$ cat src/rtl/clock_pkg.sv
// Shared definitions for the board clock timekeeping slice: FSM encoding,
// counter widths and default moduli.
package clock_pkg;

    localparam int SEC_W  = 6;
    localparam int MIN_W  = 6;
    localparam int HOUR_W = 5;

    localparam int DEF_SEC_MOD  = 60;
    localparam int DEF_MIN_MOD  = 60;
    localparam int DEF_HOUR_MOD = 24;

    typedef enum logic [1:0] {
        ST_RUN      = 2'd0,
        ST_SET_HOUR = 2'd1,
        ST_SET_MIN  = 2'd2
    } state_t;

endpackage

$ cat src/rtl/mod_counter_inc.sv
// Modulo-MOD up counter with enable, synchronous clear (priority over enable)
// and a combinational carry that flags the wrap on the current enable.
module mod_counter_inc #(
    parameter int MOD     = 60,
    parameter int W       = 6,
    parameter int RST_VAL = 0
) (
    input  logic         clk,
    input  logic         rst_n,
    input  logic         en,
    input  logic         clr,
    output logic [W-1:0] cnt,
    output logic         carry
);

    localparam logic [W-1:0] LAST = W'(MOD - 1);
    localparam logic [W-1:0] INIT = W'(RST_VAL);

    logic at_last;

    // Wrap by explicit compare so the count never depends on binary overflow.
    assign at_last = (cnt == LAST);
    assign carry   = en && at_last;

    always_ff @(posedge clk or negedge rst_n) begin
        if (!rst_n)
            cnt <= INIT;
        else if (clr)
            cnt <= '0;
        else if (en)
            cnt <= at_last ? '0 : cnt + W'(1);
    end

endmodule

$ cat src/rtl/clock_time_ctrl.sv
// Board clock timekeeping: cascaded sec/min/hour counters driven by the 1 Hz
// enable, plus a button-driven set mode (hours, then minutes) with blink phase.
module clock_time_ctrl
    import clock_pkg::*;
#(
    parameter int SEC_MOD    = DEF_SEC_MOD,
    parameter int MIN_MOD    = DEF_MIN_MOD,
    parameter int HOUR_MOD   = DEF_HOUR_MOD,
    parameter int RESET_HOUR = 0
) (
    input  logic              clk,
    input  logic              reset,
    input  logic              tick_1hz,
    input  logic              btn_mode,
    input  logic              btn_inc,
    output logic [SEC_W-1:0]  sec,
    output logic [MIN_W-1:0]  min,
    output logic [HOUR_W-1:0] hour,
    output logic              set_hour,
    output logic              set_min,
    output logic              blink,
    output logic              min_tick
);

    state_t state_q, state_d;
    logic   sec_en, min_en, hour_en, sec_clr;
    logic   sec_carry, min_carry, hour_carry_unused;
    logic   blink_d, min_tick_d;

    always_ff @(posedge clk or negedge reset) begin
        if (!reset) begin
            state_q  <= ST_RUN;
            set_hour <= 1'b0;
            set_min  <= 1'b0;
            blink    <= 1'b0;
            min_tick <= 1'b0;
        end else begin
            state_q  <= state_d;
            set_hour <= (state_d == ST_SET_HOUR);
            set_min  <= (state_d == ST_SET_MIN);
            blink    <= blink_d;
            min_tick <= min_tick_d;
        end
    end

    always_comb begin
        state_d    = state_q;
        sec_en     = 1'b0;
        min_en     = 1'b0;
        hour_en    = 1'b0;
        sec_clr    = 1'b0;

        case (state_q)
            ST_RUN: begin
                if (btn_mode) state_d = ST_SET_HOUR;
                // A tick coinciding with btn_mode still advances time.
                sec_en  = tick_1hz;
                min_en  = sec_carry;
                hour_en = min_carry;
            end
            ST_SET_HOUR: begin
                if (btn_mode) state_d = ST_SET_MIN;
                hour_en = btn_inc && !btn_mode;
            end
            ST_SET_MIN: begin
                if (btn_mode) state_d = ST_RUN;
                min_en  = btn_inc && !btn_mode;
                sec_clr = btn_mode;
            end
            default: state_d = ST_RUN;
        endcase

        // Blink runs only while staying within the set states.
        if (state_q == ST_RUN || state_d == ST_RUN)
            blink_d = 1'b0;
        else if (tick_1hz)
            blink_d = !blink;
        else
            blink_d = blink;

        // min_carry can fire from btn_inc in SET_MIN; only a RUN rollover counts.
        min_tick_d = (state_q == ST_RUN) && min_carry;
    end

    mod_counter_inc #(.MOD(SEC_MOD), .W(SEC_W), .RST_VAL(0)) u_sec (
        .clk   (clk),
        .rst_n (reset),
        .en    (sec_en),
        .clr   (sec_clr),
        .cnt   (sec),
        .carry (sec_carry)
    );

    mod_counter_inc #(.MOD(MIN_MOD), .W(MIN_W), .RST_VAL(0)) u_min (
        .clk   (clk),
        .rst_n (reset),
        .en    (min_en),
        .clr   (1'b0),
        .cnt   (min),
        .carry (min_carry)
    );

    mod_counter_inc #(.MOD(HOUR_MOD), .W(HOUR_W), .RST_VAL(RESET_HOUR)) u_hour (
        .clk   (clk),
        .rst_n (reset),
        .en    (hour_en),
        .clr   (1'b0),
        .cnt   (hour),
        .carry (hour_carry_unused)
    );

endmodule

$ cat config.mk
export PLATFORM = sky130hd
export DESIGN_NAME = clock_time_ctrl
export DESIGN_NICKNAME = d
export VERILOG_FILES = /design/src/rtl/clock_pkg.sv /design/src/rtl/mod_counter_inc.sv /design/src/rtl/clock_time_ctrl.sv
export SDC_FILE = /design/constraint.sdc
export NUM_CORES = 1
export LEC_CHECK = 0
export CORE_MARGIN = 1
export CORE_UTILIZATION = 49
export DETAILED_ROUTE_END_ITERATION = 7
export PLACE_DENSITY = 0.77
export SLEW_MARGIN = 20
export SYNTH_ARGS = -nofsm -noshare
export SYNTH_HDL_FRONTEND = slang
export SYNTH_HIERARCHICAL = 1
export SYNTH_SLANG_ARGS = --single-unit
$ cat constraint.sdc
create_clock -name clk -period 3.61 [get_ports clk]
set_clock_uncertainty 0.1 [all_clocks]
set_input_delay 0.722 -clock clk [delete_from_list [all_inputs] [get_ports clk]]
set_output_delay 0.722 -clock clk [all_outputs]
set_load 0.02 [all_outputs]
=== Yosys cells after proc, flatten, opt, wreduce, memory -nomap -nowiden ===
Index checks and enable logic that the tools add are counted.
Widths: inputs -> output; s select.

* $add $sub $neg: 3
* Eq/ne operators: 7
* Muxes and demuxes: 15
* Reductions and logical operators: 11

{| class="wikitable"
|+ Operators with widths
! kind !! number
|-
| $mux 6 || 4
|-
| $add 6x1->6 const B || 2
|-
| $eq 6x6->1 const B || 2
|-
| $mux 2 || 3
|-
| $pmux 2 s3 || 1
|-
| $add 5x1->5 const B || 1
|-
| $eq 5x5->1 const B || 1
|-
| $mux 5 || 1
|-
| $eq 2x1->1 const B || 2
|-
| $eq 2x2->1 const B || 2
|-
| $logic_and 1x1->1 || 4
|-
| $logic_not 2->1 || 2
|-
| $mux 1 || 4
|-
| $pmux 1 s2 || 2
|-
| $reduce_bool 2->1 || 2
|-
| $logic_not 1->1 || 2
|-
| $logic_or 1x1->1 || 1
|}

* Bits in registers: 23
* Bits of input ports: 5
* Output and inout bits: 21
* Logic and storage cells: 44

=== Logic depth before layout (Yosys ltp) ===
Gate-level depths: netlist (run 1).

* Depth after elaboration: 6
* Depth in mapped cells: 13
* Depth with buffers taken out: 11

=== Cells and area by module ===
Netlist (run 1), hierarchy kept.

{| class="wikitable"
|+ By module, submodules not included
! module !! times used !! cells an instance !! area an instance (um^2) !! sequential area each (um^2)
|-
| mod_counter_inc at u_min ... || 2 || 33 || 329.1 || 150.1
|-
| clock_time_ctrl || 1 || 28 || 296.5 || 150.1
|-
| mod_counter_inc at u_hour || 1 || 24 || 262.8 || 125.1
|}

=== Worst setup path after synthesis (run 1) ===
No wires, ideal clock.

* Kind: input to register
* Start point: input port tick_1hz
* End point: register u_hour.cnt[3]
* Setup time: 0.123 ns
* Arrival time: 2.619 ns
* Data required time: 3.387 ns
* Setup slack: 0.767 ns
* Cell stages on the path: 12
* Buffers on the path: 1
* Path through: nor3b_1 > nand2_1 > nor2b_1 > nand2b_1 > a21oi_1 > nand2_1 > nor2b_1 > nand2b_1 > a21oi_1 > buf_2 > nand4_1 > mux2i_1

* Word-level cells in the longest chain between the ends: 5

{| class="wikitable"
|+ Ends and longest elaborated chain
! what !! RTL line !! RTL
|-
| start: declaration || clock_time_ctrl.sv:13 || <nowiki>input logic tick_1hz,</nowiki>
|-
| $mux 1 || clock_time_ctrl.sv:53 || <nowiki>case (state_q)</nowiki>
|-
| $logic_and 1x1->1 || mod_counter_inc.sv:23 || <nowiki>assign carry = en && at_last;</nowiki>
|-
| net sec_carry || clock_time_ctrl.sv:27 || <nowiki>logic sec_carry, min_carry, hour_carry_unused;</nowiki>
|-
| $pmux 1 s2 || clock_time_ctrl.sv:53 ||
|-
| net min_en || clock_time_ctrl.sv:26 || <nowiki>logic sec_en, min_en, hour_en, sec_clr;</nowiki>
|-
| $logic_and 1x1->1 || mod_counter_inc.sv:23 ||
|-
| net min_carry || clock_time_ctrl.sv:27 ||
|-
| $pmux 1 s2 || clock_time_ctrl.sv:53 ||
|-
| net hour_en || clock_time_ctrl.sv:26 ||
|-
| end signal: assignment || mod_counter_inc.sv:31 || <nowiki>cnt <= at_last ? '0 : cnt + W'(1);</nowiki>
|-
| end: declaration || mod_counter_inc.sv:12 || <nowiki>output logic [W-1:0] cnt,</nowiki>
|}

The timed path passes the listed nets, and every way through them passes these cells.
A chain may end at the register's enable or synchronous reset.

=== Worst setup path after layout (run 1) ===
* Start point: input port tick_1hz
* End point: register u_hour.cnt[3]

* Word-level cells in the longest chain between the ends: 5

{| class="wikitable"
|+ Ends and longest elaborated chain
! what !! RTL line
|-
| $mux 1 || clock_time_ctrl.sv:53
|-
| net sec_en || clock_time_ctrl.sv:26
|-
| $logic_and 1x1->1 || mod_counter_inc.sv:23
|-
| net sec_carry || clock_time_ctrl.sv:27
|-
| $pmux 1 s2 || clock_time_ctrl.sv:53
|-
| net min_en || clock_time_ctrl.sv:26
|-
| $logic_and 1x1->1 || mod_counter_inc.sv:23
|-
| net min_carry || clock_time_ctrl.sv:27
|-
| $pmux 1 s2 || clock_time_ctrl.sv:53
|-
| net hour_en || clock_time_ctrl.sv:26
|}

The timed path passes the listed nets, and every way through them passes these cells.

==> key figures, run 1 <==
Routing
  • Antenna viol nets, final: 0
  • Initial detailed-routing violation count: 15
  • Final routed wire length divided by cell count: 13.1 um
  • First-pass iteration count of the detailed router: 4
  • DRC viols: 0
  • Total wire length: 2420 um
  • DR vias/cell: 5.31
  • Via count: 982

Clock tree
  • Cell at the root of the clock tree: clkbuf_4
  • CTS buffer count: 3
  • Count of hold-fix buffers inserted at cts: 0
  • Number of levels the H-tree was split into: 1
  • Latest clock arrival within the worst-skew pair: 300 ps
  • CTS Buffer Depth: 2
  • CTS-repair resized insts: 0
  • CTS clock-pin slew for the worst setup and hold paths: 120 ps
  • Number of buffers inserted to repair setup after CTS: 0
  • Clock tree from TritonCTS: yes
  • Sinks on the clock net: 23

Worst setup path
  • CP arrival: 3110 ps
  • Startpoint of the lowest-slack register-to-register path: state_q[1]
  • Beginning of the critical path: tick_1hz
  • Worst setup path category: in -> reg
  • Type of element launching the critical path: input port
  • Setup crit end kind: flop
  • Crit path required time: 3710 ps
  • Maximum fanout encountered on the critical timing path: 6

Synthesis
  • Synthesis Warnings: 6
  • Synthesized cell area: 0.00121 mm^2
  • Gate count after technology mapping: 116
  • Mean instance size in the synthesized netlist: 10.4 um^2

Timing
  • Relative slew slack: 65.6%
  • Hold Fails Final Rpt: 0
  • Highest attainable clock frequency: 0.332 GHz
  • Final setup slack of the worst path: 601 ps
  • Final setup vio count: 0
  • Slew @ Worst Pin: 515 ps
  • Setup TNS: 0 ps
  • Period utilization: 83.3%
  • Fin crit period: 3010 ps
  • Final Slew Violations: 0
  • Setup repair after global routing missed its margin: no

Die
  • Total core area: 0.00228 mm^2
  • Initial Utilization: 53.1%
  • DIE WIDTH: 51.6 um
  • Total die area: 0.00267 mm^2
  • Row count: 17
  • Number of top-level pins: 26
  • Overall die height: 51.6 um

Finish
  • Ant diodes: 0
  • Final instance count without filler cells: 185
  • Post-Layout Inst Area: 0.00156 mm^2
  • P&R area growth vs syn: 29.0%
  • Layout fillers: 178
  • Layout cells sized above 1: 8.28%
  • Final layout net count: 166

Outcome
  • Outcome: finished, final reports clean

Placed design
  • Placed Cells: 181
  • GPL Wtd Cong: 0.726
  • Pre-CTS setup slack: 250 ps
  • Number of port buffers: 25
  • Post-Place Cell Area: 0.00154 mm^2
  • Final HPWL from detailed placement: 1800 um

GRT
  • Grt ovf: 0
  • Vias in the first global route: 952
  • Pin count of the biggest net entering global routing: 24
  • Tot GR Track Use: 20.8%
  • First-pass GRT wire length: 4100 um
  • Antenna violations before repair: 0

Pwr
  • Leak pwr: 0.685 nW
  • Overall power of the completed layout: 0.901 mW
  • Worst IR Drop VDD: 0.512 mV
  • P per Cell Area: 578 mW/mm^2

Hold path
  • Worst min-delay path class: in -> async

Flow run
  • Max Cap Viol: 0
## state kept, by name, summed over array words and instances (netlist names)
name,flops
u_hour/cnt,5
blink,1
min_tick,1
u_sec/cnt,6
set_hour,1
set_min,1
state_q,2
u_min/cnt,6
## cells in the final DEF (no fill, tap or decap)
cell type,n
nor3b_1,3
clkbuf_4,3
xnor2_1,3
a21oi_4,2
a22o_1,2
a21oi_2,1
ha_1,3
or3b_1,2
and3_1,2
clkdlybuf4s50_1,24
nand4_1,1
buf_4,3
inv_1,1
nand3b_1,3
o31ai_1,2
nand3_1,11
clkbuf_1,1
buf_2,1
mux2i_1,5
nand2b_1,4
a211oi_1,2
nor2_1,10
or2b_1,1
a21bo_2,1
o311ai_1,4
o21ai_0,6
o21ai_2,2
nand2_1,8
a21oi_1,3
a211o_1,1
conb_1,13
nor2b_1,4
and4b_1,2
dfrtp_1,23
## worst max-delay path: stages
cell and delay, ps:
clkdlybuf4s50_1 490, nor3b_1 250, nand2_1 130, nor2b_1 120, nand2b_1 60, a21oi_1 190
nand2_1 110, nor2b_1 150, nand2b_1 70, a21oi_1 440, nand4_1 210, mux2i_1 160
## through the flow
| stage | utilization (%) | hold WS [ps] |
|---|---|---|
| 3_3_place_gp | 67.5 | 424 |
| 5_1_grt | 68.4 | 289 |
| 2_1_floorplan | - | 326 |
| 3_5_place_dp | 67.5 | 434 |
| 4_1_cts | 68.7 | 456 |
| 6_report | 68.4 | 267 |
## report_power, final
group	internal [mW]	switching, mW
clock	0.0431	0.0736
combinational	0.184	0.200
sequential	0.319	0.0803
## final timing paths
kind / endpoint / slack [ps] / cells after the start
setup / recovery: u_hour/cnt[3] / 600 / 12
hold / removal: u_sec/cnt[1] / 270 / 1
setup reg to reg: u_hour/cnt[3] / 970 / 11
hold reg to reg: u_sec/cnt[3] / 460 / 1
max in group asynchronous: state_q[0] / 2800 / 1
min in group clk: u_sec/cnt[3] / 460 / 1
## layout make-up
class,count,area (um^2),area share (%)
tap,28,35.0,2.25
multi-input combinational,101,649,41.7
sequential,23,576,36.9
clock buffer,4,26.3,1.69
inverter,1,3.75,0.241
timing repair buffer,28,268,17.2
## per-layer routing
metal  vias to the layer above  GRT usage (%)  wire length, um
met4                         0           7.21               14
met3                         2           4.39               93
li1                        495              -                -
met5                         -              0                0
met1                       461           27.2             1180
met2                        24           34.0             1130
No activity file was read; power rests on OpenSTA's default activity.
==> run 2: changes to the inputs <==
CORE_UTILIZATION = 45   (was 49)
PLACE_DENSITY = 0.75   (was 0.77)
clock period = 2.4 ns   (was 3.61 ns; I/O delays follow)
==> run 2 against run 1 <==
Against the previous run: routed wire length down 1.3%; global-route usage down 2.3 points; worst hold slack better by 150 ps; register-to-register slack worse by 720 ps; clock power up 48%; combinational power up 77%; critical path depth down 1; sequential cell count unchanged; sequential power up 44%; critical endpoint unchanged; largest power group is now combinational logic.
==> key figures, run 2 (synthesis results as in run 1) <==
Hold path
  • Worst min-delay path class: in -> async

Clock tree
  • Cell at the root of the clock tree: clkbuf_4
  • CTS buffer count: 3
  • CTS Buffer Depth: 2
  • Number of levels the H-tree was split into: 1
  • Count of hold-fix buffers inserted at cts: 0
  • Clock tree from TritonCTS: yes
  • Latest clock arrival within the worst-skew pair: 300 ps
  • CTS clock-pin slew for the worst setup and hold paths: 120 ps
  • Sinks on the clock net: 23

Flow run
  • Max Cap Viol: 0

Worst setup path
  • Setup crit end kind: flop
  • Crit path required time: 2500 ps
  • Setup slack of the most critical reg-to-reg path: 250 ps
  • Maximum fanout encountered on the critical timing path: 6
  • Buf/Inv on CP: 1
  • Cell-by-cell listing of the critical path: and4b_1, nor2b_1, nand2b_1, a21oi_2, nand2_1, nor2b_1, nand2b_1, a21oi_2, buf_6, nand4_1, mux2i_1
  • Destination of the worst register-to-register timing path: u_hour/cnt[3]
  • CP arrival: 2240 ps
  • Worst setup path category: reg -> reg
  • Type of element launching the critical path: flop
  • Startpoint of the lowest-slack register-to-register path: u_sec/cnt[4]
  • Number of cells traversed by the worst register-to-register path: 11
  • Largest stage delay on the critical path: 450 ps
  • Top cell family by delay on the critical path: simple AND/OR/NAND/NOR gates
  • Master of the slowest instance on the critical path: dfrtp_1

Die
  • Overall die height: 53.8 um
  • Initial Utilization: 48.3%
  • DIE WIDTH: 53.8 um
  • Number of top-level pins: 26
  • Total core area: 0.00250 mm^2
  • Row count: 18
  • Total die area: 0.00289 mm^2

Finish
  • Layout cells sized above 1: 16.2%
  • Most frequent standard cell in the layout excluding fill and tap cells: clkdlybuf4s50_1
  • Ant diodes: 0
  • Leading registers by flop count: u_min/cnt x6, u_sec/cnt x6, u_hour/cnt x5
  • P&R area growth vs syn: 38.5%
  • Final instance count without filler cells: 197
  • Commonest non-fill, non-tap cells in the layout: clkdlybuf4s50_1 (24), dfrtp_1 (23), conb_1 (13)
  • Final layout net count: 176

Placed design
  • GPL Wtd Cong: 0.817
  • Final HPWL from detailed placement: 1730 um
  • Number of port buffers: 25
  • Placed Cells: 192

Timing
  • Setup repair after global routing missed its margin: no
  • Fin crit period: 2150 ps
  • Final setup vio count: 0
  • Highest attainable clock frequency: 0.466 GHz
  • Period utilization: 89.4%
  • Hold Fails Final Rpt: 0
  • Final Slew Violations: 0
  • Min Hold Slack: 414 ps

GRT
  • Antenna violations before repair: 0
  • First-pass GRT wire length: 3860 um
  • Pin count of the biggest net entering global routing: 24
  • Tot GR Track Use: 18.4%
  • Grt ovf: 0
  • Vias in the first global route: 921

Pwr
  • P per Cell Area: 853 mW/mm^2
  • Worst IR Drop VDD: 0.773 mV
  • Leak pwr: 0.746 nW

Routing
  • Antenna viol nets, final: 0
  • Via count: 1016
  • Initial detailed-routing violation count: 15
  • DRC viols: 0
  • Total wire length: 2390 um
  • DR vias/cell: 5.16
  • First-pass iteration count of the detailed router: 4
  • Final routed wire length divided by cell count: 12.1 um

Outcome
  • Outcome: finished, final reports clean
-- run 2: cell count changes in the layout (fill, tap and decap cells not counted) --
cell	change
buf_2	-1
buf_4	+9
ha_1	-1
dlymetal6s2s_1	+1
nand3_2	+1
buf_6	+1
nand3_1	-1
nor3b_4	+1
a21oi_2	+2
ha_2	+1
nor3b_1	-1
a21oi_1	-2
-- run 2: area by class of cell --
class | count | area, um^2
flip-flops and latches | 23 | 576
inverters | 1 | 3.75
multi-input cells | 101 | 676
well taps | 30 | 37.5
clock buffers | 4 | 26.3
repair buffers | 38 | 354
fillers | 195 | 827
-- run 2: worst max-delay path by stage --
| stage | start | cells past startpoint | slack, ps | end |
|---|---|---|---|---|
| 4_1_cts | tick_1hz | 13 | 70 | u_hour/cnt[1] |
| 2_1_floorplan | state_q[1] | 13 | 40 | u_hour/cnt[3] |
| 3_3_place_gp | tick_1hz | 13 | -210 | u_hour/cnt[1] |
| 6_report | u_sec/cnt[4] | 11 | 250 | u_hour/cnt[3] |
| 3_5_place_dp | tick_1hz | 13 | -260 | u_hour/cnt[1] |
| 5_1_grt | u_sec/cnt[4] | 11 | 40 | u_hour/cnt[1] |
-- run 2: worst register-to-register path, cell delays in order, from the launching register on --
cell,delay [ps]
dfrtp_1,450
and4b_1,320
nor2b_1,160
nand2b_1,70
a21oi_2,130
nand2_1,80
nor2b_1,140
nand2b_1,80
a21oi_2,130
buf_6,130
nand4_1,110
mux2i_1,130
-- run 2: stage by stage --
stage | power [mW] | setup WS, ps | TNS (ps) | instance area [um^2] | util, %
6_report | 1.43 | 254 | 0 | 1670 | 66.9
2_1_floorplan | 0.967 | 43.4 | 0 | 1260 | -
3_5_place_dp | 1.23 | -262 | -1130 | 1620 | 64.6
3_3_place_gp | 1.22 | -211 | -910 | 1620 | 64.6
5_1_grt | 1.54 | 44.1 | 0 | 1670 | 66.9
4_1_cts | 1.42 | 67.7 | 0 | 1640 | 65.7
-- run 2: what timing repair did --
item | CTS | global route
endpoints found under the hold margin | 0 | 0
buffers inserted | 0 | 1
setup endpoints to repair | 0 | 5
gates resized for setup | 0 | 6
-- run 2: report_power, final --
part	internal [mW]	total [mW]	switching, mW
clock network	0.0647	0.173	0.109
logic	0.332	0.680	0.348
registers	0.480	0.573	0.0931
-- run 2: layer usage --
layer	wire, um	track usage, %	vias to the layer above
li1	-	-	515
met1	1120	23.8	474
met2	1160	30.7	25
met3	93	3.39	2
met4	12	6.14	0
met5	0	0	-
==> run 3: changes to the inputs <==
CORE_UTILIZATION = 49   (was 45)
PLACE_DENSITY = 0.77   (was 0.75)
clock period = 2.1 ns   (was 2.4 ns; I/O delays follow)
==> run 3 against run 2 <==
Against the previous run: the flow now finishes with violations (negative setup slack); design area is 6.1% higher; routed wire length increased by 17%; die area fell by 7.9%; critical endpoint unchanged.
==> key figures, run 3 (synthesis results as in run 1) <==
Outcome
  • Outcome: finished, violations left
  • Violations in the final reports: negative setup slack

Pwr
  • Share of power burned in registers: 35.6%
  • Clock network power share: 11.6%
  • Net switching power: 0.670 mW
  • Combinational fraction of design power: 52.8%
  • P per Cell Area: 996 mW/mm^2
  • Switch share: 37.9%
  • Int Power: 1.10 mW
  • Leak pwr: 0.798 nW
  • Worst IR Drop VDD: 0.821 mV

Finish
  • Most frequent standard cell in the layout excluding fill and tap cells: buf_4
  • Commonest non-fill, non-tap cells in the layout: buf_4 (26), clkdlybuf4s50_1 (24), dfrtp_1 (21)
  • Final core occ: 78.0%
  • Leading registers by flop count: u_min/cnt x6, u_sec/cnt x6, u_hour/cnt x5
  • Layout cells sized above 1: 24.3%
  • P&R area growth vs syn: 47.0%
  • Final layout net count: 190
  • Final instance count without filler cells: 209
  • Ant diodes: 0

Die
  • DIE WIDTH: 51.6 um
  • Initial Utilization: 53.1%
  • Number of top-level pins: 26
  • Total core area: 0.00228 mm^2
  • Total die area: 0.00267 mm^2
  • Overall die height: 51.6 um
  • Row count: 17

Timing
  • Hold Fails Final Rpt: 0
  • Final Slew Violations: 0
  • Highest attainable clock frequency: 0.447 GHz
  • Final setup vio count: 5
  • Final setup slack of the worst path: -136 ps
  • Fin crit period: 2240 ps
  • Period utilization: 106%
  • Setup repair after global routing missed its margin: yes

Clock tree
  • CTS Buffer Depth: 2
  • Sinks on the clock net: 23
  • CTS clock-pin slew for the worst setup and hold paths: 120 ps
  • Clock tree from TritonCTS: yes
  • Cell at the root of the clock tree: clkbuf_4
  • Number of levels the H-tree was split into: 1
  • CTS buffer count: 3
  • Latest clock arrival within the worst-skew pair: 320 ps

Routing
  • Via count: 1102
  • Final routed wire length divided by cell count: 13.4 um
  • Initial detailed-routing violation count: 16
  • First-pass iteration count of the detailed router: 4
  • DR vias/cell: 5.27
  • Antenna viol nets, final: 0
  • Total wire length: 2810 um
  • DRC viols: 0

Worst setup path
  • CP Capture Point: u_hour/cnt[3]
  • Type of element launching the critical path: flop
  • Setup slack of the most critical reg-to-reg path: -140 ps
  • Number of cells traversed by the worst register-to-register path: 12
  • Destination of the worst register-to-register timing path: u_hour/cnt[3]
  • Worst setup path category: reg -> reg
  • CP arrival: 2350 ps
  • Setup crit end kind: flop
  • Maximum fanout encountered on the critical timing path: 6
  • Beginning of the critical path: state_q[0]
  • Crit path required time: 2220 ps
  • Startpoint of the lowest-slack register-to-register path: state_q[0]

GRT
  • Grt ovf: 0
  • Tot GR Track Use: 24.5%
  • Vias in the first global route: 1092
  • Pin count of the biggest net entering global routing: 24
  • First-pass GRT wire length: 4690 um
  • Antenna violations before repair: 0

Flow run
  • Max Cap Viol: 0

Placed design
  • GPL Wtd Cong: 0.784
  • Final HPWL from detailed placement: 2010 um
  • Number of port buffers: 25
  • Placed Cells: 198

Hold path
  • Worst min-delay path class: in -> async
## run 3: cell types whose count changed in the layout (fill, tap and decap cells not counted)
| cell | delta |
|---|---|
| dfrtp_1 | -2 |
| dlygate4sd2_1 | +1 |
| and4b_1 | -1 |
| dlymetal6s2s_1 | -1 |
| buf_4 | +14 |
| dfrtp_2 | +2 |
| and4b_2 | +1 |
## run 3: repair_timing
action / 4_1_cts / 5_1_grt
buffers inserted: 7 / 2
resized for setup: 1 / 2
setup endpoints to repair: 5 / 6
hold buffers: 0 / 0
pin swaps: 6 / 5
## run 3: power groups by stage
| stage | sequential (mW) | combinational [mW] | clock (mW) |
|---|---|---|---|
| floorplan | 0.755 | 0.372 | 0 |
| global placement | 0.632 | 0.868 | 0 |
| detailed placement | 0.638 | 0.887 | 0 |
| CTS | 0.630 | 0.916 | 0.209 |
| global route | 0.644 | 1.01 | 0.224 |
| finish | 0.629 | 0.933 | 0.205 |
## run 3: worst max-delay path, stage by stage (launching register included)
cell      delay, ps
dfrtp_1         440
nor3b_4         220
nand2_1         110
nor2b_1         180
nand2b_1         90
a21oi_2         140
nand2_1          90
nor2b_1         140
nand2b_1         90
a21oi_2         140
buf_6           140
nand4_1         110
mux2i_1         140
## run 3: how the worst min path moves through the flow
| stage | start | end | slack (ps) | cells past startpoint |
|---|---|---|---|---|
| finish | reset | u_hour/cnt[1] | 340 | 2 |
| global route | reset | u_hour/cnt[2] | 360 | 2 |
| CTS | reset | u_hour/cnt[1] | 350 | 2 |
| detailed placement | u_min/cnt[3] | u_min/cnt[3] | 440 | 1 |
| global placement | u_min/cnt[3] | u_min/cnt[3] | 420 | 1 |
| floorplan | reset | blink | 20 | 0 |
## run 3: stage by stage
step	TNS, ps	power (mW)	hold slack (ps)	area [um^2]	setup WS, ps
after floorplan	-428	1.13	24.4	1280	-161
after global placement	-2300	1.50	425	1690	-427
after detailed placement	-3150	1.52	436	1690	-523
after CTS	-170	1.75	350	1770	-71.6
after global routing	-1450	1.88	363	1780	-342
final	-520	1.77	339	1780	-136
## run 3: layer usage
metal  vias to the layer above  track usage (%)  part of all wire [%]
met5                         -                0                     0
met4                         0             12.2                   1.8
met3                         5             2.63                   2.9
met2                        24             45.2                    52
met1                       531             27.8                    43
li1                        542                -                     -
## run 3: cell type report
class / instances / area (um^2)
Sequential cell: 23 / 578
Multi-Input combinational cell: 101 / 677
Inverter: 1 / 3.75
Clock buffer: 4 / 26.3
Tap cell: 28 / 35.0
Timing Repair Buffer: 52 / 455
Fill cell: 160 / 500
==> patch 1: new RTL, settings of run 3 <==
`MIN_W`: 6 -> 3.
--- a/src/rtl/clock_pkg.sv
+++ b/src/rtl/clock_pkg.sv
@@ -3,7 +3,7 @@
 package clock_pkg;
 
     localparam int SEC_W  = 6;
-    localparam int MIN_W  = 6;
+    localparam int MIN_W  = 3;
     localparam int HOUR_W = 5;
 
     localparam int DEF_SEC_MOD  = 60;
Interface: changed (resized min); port bits go from 26 to 23. The function was not compared with the original's and may differ.
==> patch 1 against run 3 <==
  * The flow still finishes with violations (setup timing)
  * Clock power up 8%
  * Sequential share of layout area increased by 0.47 points
  * First-iteration DRC count up 31%
  * Sequential power shrank 12%
  * Wire length fell by 21%
  * Sequential cell count shrank 3
  * Hold slack improved by 0.0014 ns
  * Critical path depth unchanged
  * Cell area decreased by 14%
  * Setup slack gained 0.066 ns
  * Synthesized area decreased by 15%
  * Total power shrank 9.4%
==> patch 1: results (changes against run 3) <==
metric,value,unit,change
status,finished with violations,,unchanged
grt_pass1_vias,812,,"was 1,092"
met2_length,1.19,mm,was 1.46 mm
track_usage,21.3,%,was 24.5%
topRoutingLayerUsed,met3,,was met4
gp_congestion,0.761,,was 0.784
setup_viol,3,,was 5
n_all_buffers,43,,was 52
violations,setup timing,,unchanged
multi_input_gates,82,,was 101
setup_ws,-0.0706,ns,was -0.136 ns
wl_met3,90,um,was 82 um
internal-power,0.00101,W,was 0.00110 W
clk_latency,0.30,ns,was 0.32 ns
dp_cells,170,,was 198
layout-drive-gt1-share,26.7,%,was 24.3%
placedInstanceArea,1450,sq um,was 1690 sq um
grt_pass1_wl,3.33,mm,was 4.69 mm
finalNonFillerCells,177,,was 209
syn_to_final_growth,48.8,%,was 47.0%
buffer_area_share,25.0,%,was 25.7%
nNetsFinal,159,,was 190
wl_met1,940,um,was 1.21 mm
syn_avg_cell_area,10.6,sq um,was 10.4 sq um
port_buffers,22,,was 25
cts.sinks,20,,was 23
clk_share,2.38,%,was 1.48%
peakVddDrop,0.720,mV,was 0.821 mV
==> patch 1: repair_timing <==
action / 4_1_cts / 5_1_grt
cloned: 0 / 0
endpoints found under the hold margin: 0 / 0
gates resized for setup: 3 / 3
setup endpoints to repair: 5 / 5
buffers inserted: 2 / 1
pin swaps: 3 / 8
==> patch 1: worst reg2reg max path, delay by kind of cell, from the launching register on <==
family | cells | cell delay, ns
AND/OR/NAND/NOR | 8 | 0.93
buffers and inverters | 1 | 0.14
AO/OA/AOI/OAI | 2 | 0.33
flip-flops | 1 | 0.44
multiplexers | 1 | 0.14
==> patch 1: path summary, 6_finish.rpt <==
| path | startpoint | endpoint | slack (ns) | depth (start not counted) |
|---|---|---|---|---|
| worst max-delay path | state_q[1] | u_hour/cnt[3] | -0.07 | 12 |
| worst min-delay path | reset | u_min/cnt[2] | 0.34 | 2 |
| worst max register to register | state_q[1] | u_hour/cnt[3] | -0.07 | 12 |
| worst min register to register | u_sec/cnt[0] | u_sec/cnt[0] | 0.44 | 1 |
| max in group asynchronous | reset | u_sec/cnt[0] | 1.34 | 2 |
| min in group clk | u_sec/cnt[0] | u_sec/cnt[0] | 0.44 | 1 |
==> patch 1: power groups by stage <==
| stage | clock network (W) | logic [W] | registers, W |
|---|---|---|---|
| 6_report | 0.000222 | 0.000824 | 0.000556 |
| 3_3_place_gp | 0 | 0.000779 | 0.000557 |
| 2_1_floorplan | 0 | 0.000355 | 0.000663 |
| 4_1_cts | 0.000233 | 0.000815 | 0.000557 |
| 5_1_grt | 0.000254 | 0.000904 | 0.000568 |
| 3_5_place_dp | 0 | 0.000793 | 0.000565 |
==> patch 1: metal layers <==
metal	vias up	track usage (%)
met3	0	4.91
met4	0	7.22
li1	442	-
met5	-	0
met2	20	37.8
met1	440	25.1
==> patch 2: new RTL, flow settings as in run 3 <==
Made on the original files. The 3 states of `state_t` get a one-hot encoding in 3 bits.
--- a/src/rtl/clock_pkg.sv
+++ b/src/rtl/clock_pkg.sv
@@ -10,10 +10,10 @@
     localparam int DEF_MIN_MOD  = 60;
     localparam int DEF_HOUR_MOD = 24;
 
-    typedef enum logic [1:0] {
-        ST_RUN      = 2'd0,
-        ST_SET_HOUR = 2'd1,
-        ST_SET_MIN  = 2'd2
+    typedef enum logic [2:0] {
+        ST_RUN      = 3'b001,
+        ST_SET_HOUR = 3'b010,
+        ST_SET_MIN  = 3'b100
     } state_t;
 
 endpackage
Function: no difference found for any inputs over 10 cycles, from zero or initial values and one cycle with reset low; not proved beyond that.
==> patch 2 against run 3 <==
  * The flow still finishes with violations (setup timing)
  * Sequential share of layout area is 0.23 points lower
  * Setup slack got worse by 0.24 ns
  * Wire length fell by 2.2%
  * Synthesized cell count rose by 6.0%
  * Sequential cell count grew 1
  * Synthesized area rose by 7.6%
  * Core utilization decreased by 3.5 points
  * Cell area grew 4.9%
  * Clock power is 2% lower
  * Cell count grew 1.4%
  * Total power shrank 7.3%
  * Critical path type unchanged
  * Largest cell class unchanged
  * Highest routed layer unchanged
==> patch 2: results (changes against run 3) <==
metric,value,unit,change
status,finished with violations,,unchanged
violations,setup timing,,unchanged
wl,2.74,mm,was 2.81 mm
post_cts_buffers,3,,was 7
setup_tns,-1.83,ns,was -0.520 ns
power.leakage,0.820,nW,was 0.798 nW
crit_path_top_delay_cell,dfstp_2,,was dfrtp_1
port_buffers,25,,unchanged
wl_met1,1.26,mm,was 1.21 mm
worst_path_dominant_cell_family,simple AND/OR/NAND/NOR gates,,unchanged
track_usage,20.2,%,was 24.5%
layout-drive-gt1-share,23.1,%,was 24.3%
cp.arrival,2.58,ns,was 2.35 ns
avgViaCountPerCell,5.27,,about the same
topRoutingLayerUsed,met4,,unchanged
hold_class,in2reg,,was in2async
hpwlAfterDp,1.98,mm,was 2.01 mm
grt_pass1_wl,4.14,mm,was 4.69 mm
numCtsBuffers,3,,unchanged
cp_max_fo,6,,unchanged
setup_ws,-0.378,ns,was -0.136 ns
yosys_warnings,6,,unchanged
dp_cells,204,,was 198
drtIter0Drc,15,,was 16
wl_met3,71,um,was 82 um
cts-resized-gates,4,,was 1
peakVddDrop,0.711,mV,was 0.821 mV
clk_latency,0.30,ns,was 0.32 ns
met2_length,1.40,mm,was 1.46 mm
grt_max_degree,25,,was 24
crit_path_start,state_q[0],,unchanged
route.vias.total,1117,,"was 1,102"
max_stage_delay,0.55,ns,was 0.44 ns
drtPass1Iterations,4,,unchanged
nNetsFinal,191,,was 190
syn_avg_cell_area,10.6,sq um,was 10.4 sq um
gp_congestion,0.851,,was 0.784
grt_pass1_vias,1010,,"was 1,092"
setup_viol,7,,was 5
## patch 2: report_power, final
part | switching, W | internal [W] | total [W] | leakage, nW
logic | 0.000408 | 0.000414 | 0.000822 | 0.495
clock network | 0.000126 | 0.0000740 | 0.000200 | 0.0150
registers | 0.0000608 | 0.000556 | 0.000617 | 0.310
total | 0.000595 | 0.00104 | 0.00164 | 0.820
## patch 2: worst min-delay path by stage
stage                     cells past startpoint  slack [ns]    startpoint            to
after floorplan                               0        0.02         reset         blink
after global placement                        1        0.43  u_min/cnt[3]  u_min/cnt[3]
after detailed placement                      1        0.45  u_min/cnt[5]  u_min/cnt[5]
after CTS                                     2        0.37         reset  u_sec/cnt[2]
after global routing                          3        0.35      tick_1hz         blink
final                                         3        0.36      tick_1hz         blink
## patch 2: worst register-to-register path, delay by kind of cell (launching register included)
family,cells,cell delay [ns]
AOI/OAI and AO/OA,2,0.33
buffers and inverters,1,0.16
DFF,1,0.55
muxes,1,0.13
and+or+nand+nor,8,1.11
## patch 2: metal layers
layer,vias up,global-route usage [%]
li1,570,-
met1,529,23.6
met2,16,36.3
met3,2,2.87
met4,0,8.33
met5,-,0
## patch 2: area by class of cell
cell class / count / area, sq um
clock buffers: 4 / 26.3
fillers: 185 / 638
multi-input cells: 107 / 774
flip-flops and latches: 24 / 602
well taps: 30 / 37.5
repair buffers: 47 / 422
## patch 2: through the flow
stage	utilization (%)	hold WS [ns]	setup slack, ns	power (W)	area, sq um
final	74.5	0.357	-0.378	0.00164	1860
after global routing	74.5	0.347	-0.514	0.00175	1860
after CTS	73.0	0.368	-0.348	0.00164	1820
after detailed placement	70.9	0.451	-0.792	0.00142	1770
after global placement	70.9	0.433	-0.604	0.00140	1770
after floorplan	-	0.0244	-0.454	0.00108	1380
